==> src/rtl/fpga_cfg_loader_if.sv <==
// Configuration stream and fabric-side signals of the FPGA configuration loader.
// The master drives the start request and the beat stream; the slave (loader) drives everything else.
interface fpga_cfg_loader_if #(
   parameter int WORD_W    = 224,
   parameter int NUM_WORDS = 43,
   parameter int CHUNK_W   = 32
);
   logic                 start;
   logic                 cfg_valid;
   logic [CHUNK_W-1:0]   cfg_data;
   logic                 cfg_ready;
   logic [WORD_W-1:0]    configs_in;
   logic [NUM_WORDS-1:0] configs_en;
   logic                 ff_en;
   logic                 rdy;
   logic                 busy;
   logic [5:0]           word_idx;

   modport master (
      output start, cfg_valid, cfg_data,
      input  cfg_ready, configs_in, configs_en, ff_en, rdy, busy, word_idx
   );

   modport slave (
      input  start, cfg_valid, cfg_data,
      output cfg_ready, configs_in, configs_en, ff_en, rdy, busy, word_idx
   );
endinterface

==> src/rtl/fpga_cfg_loader.sv <==
// Assembles CHUNK_W-wide beats into WORD_W configuration words, strobes them into the
// fabric one word at a time, then sequences flip-flop enable and ready with settle delays.
//
// state    | meaning
// ---------+---------------------------------------------------------------
// S_IDLE   | after reset, all outputs low, waiting for start
// S_LOAD   | accepting beats of the current word (cfg_ready high)
// S_WRITE  | one-cycle strobe of configs_en[word_idx]
// S_SETTLE | all words written, waiting SETTLE cycles before ff_en
// S_ENABLE | ff_en high, waiting SETTLE cycles before rdy
// S_DONE   | fabric running (ff_en, rdy high); start triggers reconfiguration
module fpga_cfg_loader #(
   parameter int WORD_W    = 224,
   parameter int NUM_WORDS = 43,
   parameter int CHUNK_W   = 32,
   parameter int SETTLE    = 10
) (
   input  logic              clk_i,
   input  logic              rst_ni,
   fpga_cfg_loader_if.slave  bus
);
   localparam int BEATS = WORD_W / CHUNK_W;
   localparam int BW    = (BEATS > 1) ? $clog2(BEATS) : 1;
   localparam int CW    = (SETTLE > 1) ? $clog2(SETTLE + 1) : 1;

   localparam logic [BW-1:0]        LAST_BEAT = BW'(BEATS - 1);
   localparam logic [5:0]           LAST_WORD = 6'(NUM_WORDS - 1);
   localparam logic [CW-1:0]        CNT_INIT  = CW'(SETTLE - 1);
   localparam logic [NUM_WORDS-1:0] EN_ONE    = NUM_WORDS'(1);

   typedef enum logic [2:0] {
      S_IDLE   = 3'd0,
      S_LOAD   = 3'd1,
      S_WRITE  = 3'd2,
      S_SETTLE = 3'd3,
      S_ENABLE = 3'd4,
      S_DONE   = 3'd5
   } state_t;

   state_t              state_q, state_d;
   logic [BW-1:0]       beat_q, beat_d;
   logic [5:0]          word_q, word_d;
   logic [CW-1:0]       cnt_q, cnt_d;
   logic [WORD_W-1:0]   cfg_q, cfg_d;

   logic                 cfg_ready;
   logic [NUM_WORDS-1:0] configs_en;
   logic                 ff_en;
   logic                 rdy;
   logic                 busy;

   always_ff @(posedge clk_i) begin
      if (!rst_ni) begin
         state_q <= S_IDLE;
         beat_q  <= '0;
         word_q  <= '0;
         cnt_q   <= '0;
         cfg_q   <= '0;
      end else begin
         state_q <= state_d;
         beat_q  <= beat_d;
         word_q  <= word_d;
         cnt_q   <= cnt_d;
         cfg_q   <= cfg_d;
      end
   end

   always_comb begin
      state_d    = state_q;
      beat_d     = beat_q;
      word_d     = word_q;
      cnt_d      = cnt_q;
      cfg_d      = cfg_q;
      cfg_ready  = 1'b0;
      configs_en = '0;
      ff_en      = 1'b0;
      rdy        = 1'b0;
      busy       = 1'b1;

      case (state_q)
         S_IDLE: begin
            busy = 1'b0;
            if (bus.start) begin
               state_d = S_LOAD;
               beat_d  = '0;
               word_d  = '0;
            end
         end

         S_LOAD: begin
            cfg_ready = 1'b1;
            if (bus.cfg_valid) begin
               cfg_d[int'(beat_q) * CHUNK_W +: CHUNK_W] = bus.cfg_data;
               if (beat_q == LAST_BEAT) begin
                  state_d = S_WRITE;
               end else begin
                  beat_d = beat_q + 1'b1;
               end
            end
         end

         S_WRITE: begin
            configs_en = EN_ONE << word_q;
            if (word_q == LAST_WORD) begin
               state_d = S_SETTLE;
               cnt_d   = CNT_INIT;
            end else begin
               state_d = S_LOAD;
               word_d  = word_q + 1'b1;
               beat_d  = '0;
            end
         end

         S_SETTLE: begin
            if (cnt_q == '0) begin
               state_d = S_ENABLE;
               cnt_d   = CNT_INIT;
            end else begin
               cnt_d = cnt_q - 1'b1;
            end
         end

         S_ENABLE: begin
            ff_en = 1'b1;
            if (cnt_q == '0) begin
               state_d = S_DONE;
            end else begin
               cnt_d = cnt_q - 1'b1;
            end
         end

         S_DONE: begin
            busy  = 1'b0;
            ff_en = 1'b1;
            rdy   = 1'b1;
            // Reconfiguration: previously loaded bits stay on configs_in until overwritten.
            if (bus.start) begin
               state_d = S_LOAD;
               beat_d  = '0;
               word_d  = '0;
            end
         end

         default: begin
            state_d = S_IDLE;
         end
      endcase
   end

   assign bus.cfg_ready  = cfg_ready;
   assign bus.configs_in = cfg_q;
   assign bus.configs_en = configs_en;
   assign bus.ff_en      = ff_en;
   assign bus.rdy        = rdy;
   assign bus.busy       = busy;
   assign bus.word_idx   = word_q;
endmodule
==> src/flat_wrapper.sv <==
// flat-port wrapper written by rule: the top's interface ports become plain ports
module fpga_cfg_loader_flat 
#(
   parameter int WORD_W    = 224,
   parameter int NUM_WORDS = 43,
   parameter int CHUNK_W   = 32,
   parameter int SETTLE    = 10
)
  (clk_i, rst_ni, bus_start, bus_cfg_valid, bus_cfg_data, bus_cfg_ready, bus_configs_in, bus_configs_en, bus_ff_en, bus_rdy, bus_busy, bus_word_idx);
  fpga_cfg_loader_if #(.WORD_W(WORD_W), .NUM_WORDS(NUM_WORDS), .CHUNK_W(CHUNK_W)) bus_i ();
  input  logic clk_i;
  input  logic rst_ni;
  input wire logic [$bits(bus_i.start)-1:0] bus_start;
  input wire logic [$bits(bus_i.cfg_valid)-1:0] bus_cfg_valid;
  input wire logic [$bits(bus_i.cfg_data)-1:0] bus_cfg_data;
  output wire logic [$bits(bus_i.cfg_ready)-1:0] bus_cfg_ready;
  output wire logic [$bits(bus_i.configs_in)-1:0] bus_configs_in;
  output wire logic [$bits(bus_i.configs_en)-1:0] bus_configs_en;
  output wire logic [$bits(bus_i.ff_en)-1:0] bus_ff_en;
  output wire logic [$bits(bus_i.rdy)-1:0] bus_rdy;
  output wire logic [$bits(bus_i.busy)-1:0] bus_busy;
  output wire logic [$bits(bus_i.word_idx)-1:0] bus_word_idx;
  assign bus_i.start = bus_start;
  assign bus_i.cfg_valid = bus_cfg_valid;
  assign bus_i.cfg_data = bus_cfg_data;
  assign bus_cfg_ready = bus_i.cfg_ready;
  assign bus_configs_in = bus_i.configs_in;
  assign bus_configs_en = bus_i.configs_en;
  assign bus_ff_en = bus_i.ff_en;
  assign bus_rdy = bus_i.rdy;
  assign bus_busy = bus_i.busy;
  assign bus_word_idx = bus_i.word_idx;
  fpga_cfg_loader #(.WORD_W(WORD_W), .NUM_WORDS(NUM_WORDS), .CHUNK_W(CHUNK_W), .SETTLE(SETTLE)) u_core (.clk_i(clk_i), .rst_ni(rst_ni), .bus(bus_i));
endmodule
==> config.mk <==
export PLATFORM = sky130hd
export DESIGN_NAME = fpga_cfg_loader_flat
export DESIGN_NICKNAME = d
export VERILOG_FILES = /design/src/rtl/fpga_cfg_loader_if.sv /design/src/rtl/fpga_cfg_loader.sv /design/src/flat_wrapper.sv
export SDC_FILE = /design/constraint.sdc
export NUM_CORES = 1
export LEC_CHECK = 0
export ABC_AREA = 0
export CELL_PAD_IN_SITES_DETAIL_PLACEMENT = 0
export CELL_PAD_IN_SITES_GLOBAL_PLACEMENT = 2
export CORE_ASPECT_RATIO = 2
export CORE_MARGIN = 2
export CORE_UTILIZATION = 26
export DETAILED_ROUTE_END_ITERATION = 10
export PLACE_DENSITY = 0.88
export SYNTH_ARGS = -nofsm -noshare
export SYNTH_HDL_FRONTEND = slang
export SYNTH_SLANG_ARGS = --single-unit
==> constraint.sdc <==
create_clock -name clk_i -period 3.3 [get_ports clk_i]
set_clock_uncertainty 0.05 [all_clocks]
set_input_delay 0.66 -clock clk_i [delete_from_list [all_inputs] [get_ports clk_i]]
set_output_delay 0.66 -clock clk_i [all_outputs]
set_load 0.02 [all_outputs]
==> results of run 1 <==
-- state kept, by name, indices dropped and copies added, names as in the netlist --
register,flops
u_core.bus.word_idx,6
u_core.cnt_q,4
u_core.beat_q,3
u_core.state_q,3
u_core.bus.configs_in,224
-- cell type report --
class | instances | area (µm²) | share of cell area, %
inverter | 13 | 48.8 | 0.352
multi-input combinational | 796 | 4300 | 31.1
clock inverter | 8 | 95.1 | 0.686
tap | 454 | 568 | 4.10
sequential | 240 | 4810 | 34.7
clock buffer | 35 | 703 | 5.08
timing repair buffer | 334 | 3330 | 24.0
-- worst max-delay path by stage --
stage,slack [ps],cells after the start,from,endpoint
floorplan,950,10,u_core.beat_q[0],u_core.bus.configs_in[183]
global placement,430,4,u_core.state_q[1],bus_configs_en[31]
detailed placement,350,4,u_core.state_q[1],bus_configs_en[17]
CTS,50,4,u_core.state_q[2],bus_configs_en[25]
global route,-20,4,u_core.state_q[2],bus_configs_en[6]
finish,140,4,u_core.state_q[2],bus_configs_en[14]
-- kinds of logic (layout without fill, tap and decap cells) --
logic type               after synthesis  after routing  share of synthesized area (%)
AO/OA/AOI/OAI                        254            254                           16.3
XOR/XNOR                               2              2                          0.182
adder cells (fa/ha/maj)               13             13                           1.69
buffers and inverters                119            390                           5.87
flip-flops                           240            240                           49.9
multiplexers                           3              3                          0.312
AND/OR/NAND/NOR                      524            524                           25.8
-- synthesized netlist by cell type (2+ instances only) --
| cell | n |
|---|---|
| o21ai_0 | 85 |
| o32ai_1 | 2 |
| nand4b_1 | 2 |
| o31ai_1 | 37 |
| nand3b_1 | 2 |
| or2_2 | 3 |
| nor3_1 | 4 |
| nor2_1 | 54 |
| or4_1 | 2 |
| a31oi_1 | 3 |
| o21a_1 | 2 |
| nand3_1 | 241 |
| buf_1 | 17 |
| buf_2 | 17 |
| nor2b_1 | 8 |
| o31ai_2 | 17 |
| dfxtp_1 | 240 |
| nand2_1 | 174 |
| buf_4 | 4 |
| a21oi_1 | 39 |
| o21ai_1 | 56 |
| nor3b_1 | 2 |
| xnor2_1 | 2 |
| and2_1 | 5 |
| nand2b_1 | 5 |
| clkbuf_1 | 57 |
| nand4_1 | 2 |
| a211oi_1 | 2 |
| and3_1 | 9 |
| ha_1 | 13 |
| buf_6 | 11 |
| mux2i_1 | 3 |
| inv_1 | 12 |
-- routing by layer --
metal	wire length (µm)	track usage (%)
met5	0	0
met4	2510	11.7
met2	19000	33.9
met3	1810	2.91
met1	13300	19.2
-- worst max-delay path, cell delays in order, from the launching register on --
cell,delay (ps)
dfxtp_1,490
nor4b_4,390
nor2b_1,230
and3_1,200
clkdlybuf4s50_1,610
-- metrics by stage --
stage / area, µm² / worst slack, ps / std cells / power, mW
floorplan: 9640 / 946 / 1155 / 3.30
global placement: 13000 / 433 / 1837 / 3.54
detailed placement: 13000 / 352 / 1837 / 3.55
CTS: 13900 / 52.2 / 1880 / 6.40
global route: 13900 / -23.1 / 1880 / 6.55
finish: 13900 / 141 / 1880 / 6.30
-- timing repair --
item / 4_1_cts / 5_1_grt
pin swaps: 0 / 1
endpoints found under the hold margin: 0 / 0
setup endpoints to repair: 38 / 30
gates resized for setup: 5 / 1
-- power by group through the flow --
stage | sequential (mW) | combinational (mW) | clock, mW
after global routing | 2.94 | 0.580 | 3.02
after CTS | 2.94 | 0.543 | 2.91
after floorplan | 3.03 | 0.269 | 0
after global placement | 3.01 | 0.536 | 0
after detailed placement | 3.01 | 0.541 | 0
final | 2.94 | 0.536 | 2.82
==> summary.txt, run 1 <==
status -> finished with violations
violated checks -> design-rule violations
clk slew on worst S/H paths -> 60 ps
Final period util -> 95.7%
Reg2Reg Capture Point -> u_core.bus.configs_in[154]
Cells after Synth -> 1155
global placement routability congestion -> 0.822
Worst Hold Slack -> 396 ps
Starting Density -> 26.4%
Final Util -> 37.9%
nets@finish -> 1458
DRT Pass-1 Iters -> 9
setup violators final -> 0
internal power -> 4.73 mW
sequential cell area fraction in the yosys report -> 49.9%
clock share of power -> 44.8%
first-pass GRT wire length -> 54800 µm
switching pwr -> 1.57 mW
EDFF count, synth -> 0
number of diodes -> 0
Max Root-Sink Buffers -> 3
HP Class -> flip-flop to flip-flop
total number of vias -> 9180
most common cell after layout, fill and taps aside -> clkdlybuf4s50_1
cts hold-fix bufs -> 0
Top FF cell, synth -> dfxtp_1
CTS Buf Count -> 24
Synth area leaders -> dfxtp_1 (50%), nand3_1 (13%), nand2_1 (6.8%)
post-synth top area cell -> dfxtp_1
Yosys warnings -> 0
clk_lat worst skew -> 530 ps
R2R setup slack -> 570 ps
largest net degree at the start of global routing -> 95
Syn Area/Cell -> 8.34 µm²
Post-Syn Nets -> 1204
Site Rows -> 99
die width -> 140 µm
min-delay src -> u_core.bus.configs_in[153]
pwr dens -> 455 nW/µm²
WS Path Type -> flip-flop to output pin
WL final -> 36700 µm
DRC Markers -> 18
post-synthesis cell type count -> 56
Port Buffers -> 312
Fmax achieved -> 0.317 GHz
gr usage total -> 18.4%
Die Footprint -> 38700 µm²
most frequent cells in the layout -> clkdlybuf4s50_1 (311), dfxtp_1 (239), nand3_1 (238)
hold path endpoint -> u_core.bus.configs_in[153]
RSZ-0062 raised after global routing -> true
Fill cells -> 3754
antenna violations before repair -> 0
max-slew violations -> 0
Area growth, synth to finish -> 43.8%
core footprint -> 36500 µm²
FF+latch count, synth -> 240
startpoint types -> flip-flop
Critical Path RT -> 2590 ps
arrival time worst endpoint -> 2450 ps
share of synthesized registers carrying an async set or reset -> 0%
height of the chip -> 276 µm
Peak VDD IR -> 0.331 mV
reg-to-reg startpoint -> u_core.beat_q[0]
Critical Path End Type -> output pin
DP HPWL -> 26700 µm
crit path max fanout -> 16
Detail Route Antenna Nets -> 0
CTS sink count -> 240
final hold violation count -> 0
vias per cell -> 4.88
area of the mapped netlist -> 9640 µm²
vias in the first global route -> 8839
Fin Setup TNS -> 0 ps
Seq pwr share -> 46.7%
Synth top area share -> 49.9%
H-tree lvl count -> 1
Slew @ Worst Pin -> 774 ps
post-CTS setup buffers -> 0
Tmin final -> 3160 ps
Max Cap Viol -> 0
CTS tree -> done
Leak -> 4.51 nW
grt ovf -> 0
I/O pin count -> 313
proportion of layout cells with a drive suffix above 1 -> 7.08%
CTS root buf -> clkbuf_16
hold path cells -> 2
R2R depth -> 9
combinational power share -> 8.5%
max_slew headroom -> 48.4%
Initial DRC Count -> 430
Switching Fraction -> 25.0%
Routed WL per cell -> 19.5 µm
Power figures use the tool's default switching activity.
==> run 2, diff against run 1 <==
--- a/config.mk
+++ b/config.mk
@@ -8,11 +8,13 @@
 export ABC_AREA = 0
 export CELL_PAD_IN_SITES_DETAIL_PLACEMENT = 0
 export CELL_PAD_IN_SITES_GLOBAL_PLACEMENT = 2
-export CORE_ASPECT_RATIO = 2
+export CORE_ASPECT_RATIO = 0.75
 export CORE_MARGIN = 2
 export CORE_UTILIZATION = 26
 export DETAILED_ROUTE_END_ITERATION = 10
 export PLACE_DENSITY = 0.88
+export SKIP_CTS_REPAIR_TIMING = 1
+export SLEW_MARGIN = 20
 export SYNTH_ARGS = -nofsm -noshare
 export SYNTH_HDL_FRONTEND = slang
 export SYNTH_SLANG_ARGS = --single-unit
==> run 2 against run 1 <==
  * The flow now finishes without violations
  * Sequential share of layout area shrank 0.26 points
  * Clock-buffer cell count is 3 higher
  * Total power rose by 3.4%
  * Highest routed layer unchanged
  * Clock power increased by 7%
  * Combinational power rose by 4%
  * Critical path type unchanged
  * Critical path depth unchanged
  * Register-to-register slack improved by 60 ps
  * Cell area grew 0.80%
  * Sequential power is essentially flat
  * Largest power group is now clock
==> summary.txt, run 2 (synthesis gave the netlist of run 1 again) <==
status -> completed
switching pwr -> 1.64 mW (+4.5%)
hold path cells -> 2 (unchanged)
Leak -> 4.53 nW (+0.47%)
I/O pin count -> 313 (unchanged)
max_slew headroom -> 44.4% (-4.0 points)
arrival time worst endpoint -> 2460 ps (about the same)
die width -> 226 µm (+61%)
WS Path Type -> flip-flop to output pin
Initial DRC Count -> 769 (+79%)
global placement routability congestion -> 0.785 (-4.5%)
Max Cap Viol -> 0 (unchanged)
core footprint -> 36800 µm² (+0.67%)
nets@finish -> 1455 (-0.21%)
largest net degree at the start of global routing -> 118 (+24%)
Area growth, synth to finish -> 44.9%
clock share of power -> 46.2% (+1.4 points)
Design Area, Final -> 14000 µm² (+0.80%)
DP HPWL -> 26400 µm (-1.3%)
CTS root buf -> clkbuf_16
hold path endpoint -> u_core.bus.configs_in[150]
Critical Path RT -> 2590 ps (about the same)
RSZ-0062 raised after global routing -> false
DRC Markers -> 0 (-18)
crit path max fanout -> 15 (-1)
Starting Density -> 26.2% (-0.18 points)
Tot Pwr -> 6.52 mW (+3.4%)
GR Util met2 -> 28.3% (-5.6 points)
reg-to-reg startpoint -> u_core.beat_q[1]
most frequent cells in the layout -> clkdlybuf4s50_1 (311), nand3_1 (238), dfxtp_1 (237)
Max Root-Sink Buffers -> 3 (unchanged)
Port Buffers -> 312 (unchanged)
pre-CTS WS -> 403 ps (+50.3 ps)
Final period util -> 96.1% (+0.35 points)
min-delay src -> u_core.bus.configs_in[150]
Tmin final -> 3170 ps (+11.6 ps)
R2R depth -> 7 (-2)
vias in the first global route -> 8216 (-7.0%)
R2R setup slack -> 630 ps (+60 ps)
height of the chip -> 171 µm (-38%)
Die Footprint -> 38600 µm² (-0.20%)
Detail Route Antenna Nets -> 0 (unchanged)
CTS sink count -> 240 (unchanged)
pwr dens -> 467 nW/µm² (+2.6%)
total number of vias -> 9170 (-0.11%)
CTS Buf Count -> 26 (+8.3%)
clk slew on worst S/H paths -> 60 ps (about the same)
Slew @ Worst Pin -> 831 ps (+56.8 ps)
antenna violations before repair -> 0 (unchanged)
Reg2Reg Capture Point -> u_core.bus.configs_in[189]
met1 Usage GRT -> 27.8% (+8.7 points)
Fmax achieved -> 0.315 GHz (-0.37%)
most common cell after layout, fill and taps aside -> clkdlybuf4s50_1
final hold violation count -> 0 (unchanged)
met3 Use GR -> 4.10% (+1.2 points)
gr usage total -> 18.9% (+0.54 points)
Peak VDD IR -> 0.284 mV (-14%)
Seq pwr share -> 45.2% (-1.5 points)
number of diodes -> 0 (unchanged)
grt ovf -> 0 (unchanged)
Worst Hold Slack -> 396 ps (+0.661 ps)
number of flip-flops in the largest register -> 224 (unchanged)
GRT busiest layer -> met2
final worst slack -> 129 ps (-11.6 ps)
Critical Path End Type -> output pin
combinational power share -> 8.5% (about the same)
max-slew violations -> 0 (unchanged)
setup violators final -> 0 (unchanged)
vias per cell -> 4.75 (-2.6%)
Switching Fraction -> 25.2% (+0.24 points)
H-tree lvl count -> 1 (unchanged)
DRT Pass-1 Iters -> 5 (-4)
clk_lat worst skew -> 540 ps (about the same)
Site Rows -> 61 (-38%)
internal power -> 4.87 mW (+3.1%)
first-pass GRT wire length -> 54900 µm (about the same)
Routed WL per cell -> 19.6 µm (+0.53%)
Final Util -> 38.0% (+0.049 points)
proportion of layout cells with a drive suffix above 1 -> 7.23% (+0.15 points)
HP Class -> flip-flop to flip-flop
Area after DPL -> 13100 µm² (+0.19%)
WL final -> 37900 µm (+3.1%)
CTS tree -> done
startpoint types -> flip-flop
run 2: changes by cell type in the layout (fill, tap and decap cells not counted), moves of 2 or more:
cell and delta:
clkinv_2 +2, clkbuf_16 +2, clkbuf_8 +2, dfxtp_1 -2, buf_4 -5, dfxtp_2 +2
run 2: final cells by class:
cell class,instances,area (µm²)
Sequential cell,240,4810
Clock inverter,9,97.6
Fill cell,3801,22800
Clock buffer,38,777
Timing Repair Buffer,329,3290
Tap cell,504,631
Multi-Input combinational cell,796,4310
Inverter,13,48.8
run 2: how the worst max path moves through the flow:
stage                           start  slack (ps)                          to
floorplan            u_core.beat_q[0]         950  u_core.bus.configs_in[183]
global placement        bus_cfg_valid         440  u_core.bus.configs_in[181]
detailed placement      bus_cfg_valid         400  u_core.bus.configs_in[174]
CTS                 u_core.state_q[1]        -200          bus_configs_en[24]
global route        u_core.state_q[1]          10          bus_configs_en[28]
finish              u_core.state_q[1]         130          bus_configs_en[42]
run 2: stage by stage:
step | std cells | TNS (ps)
floorplan | 1155 | 0
global placement | 1882 | 0
detailed placement | 1882 | 0
CTS | 1929 | -5320
global route | 1929 | 0
finish | 1929 | 0
run 2: critical path, stage by stage, from the launching register on:
cell and delay, ps:
dfxtp_2 480, nor4b_4 350, nand4_1 330, inv_1 120, clkdlybuf4s50_1 630
run 2: power by group through the flow:
stage | clock [mW] | sequential (mW) | combinational [mW]
after floorplan | 0 | 3.03 | 0.269
after global placement | 0 | 3.01 | 0.559
after detailed placement | 0 | 3.01 | 0.557
after CTS | 3.09 | 2.95 | 0.560
after global routing | 3.21 | 2.95 | 0.602
final | 3.01 | 2.95 | 0.556
run 2: per-layer routing:
metal	vias up	part of all wire, %
met3	46	6.6
met4	0	1.9
met5	-	0
met1	4302	48
li1	4535	-
met2	287	43
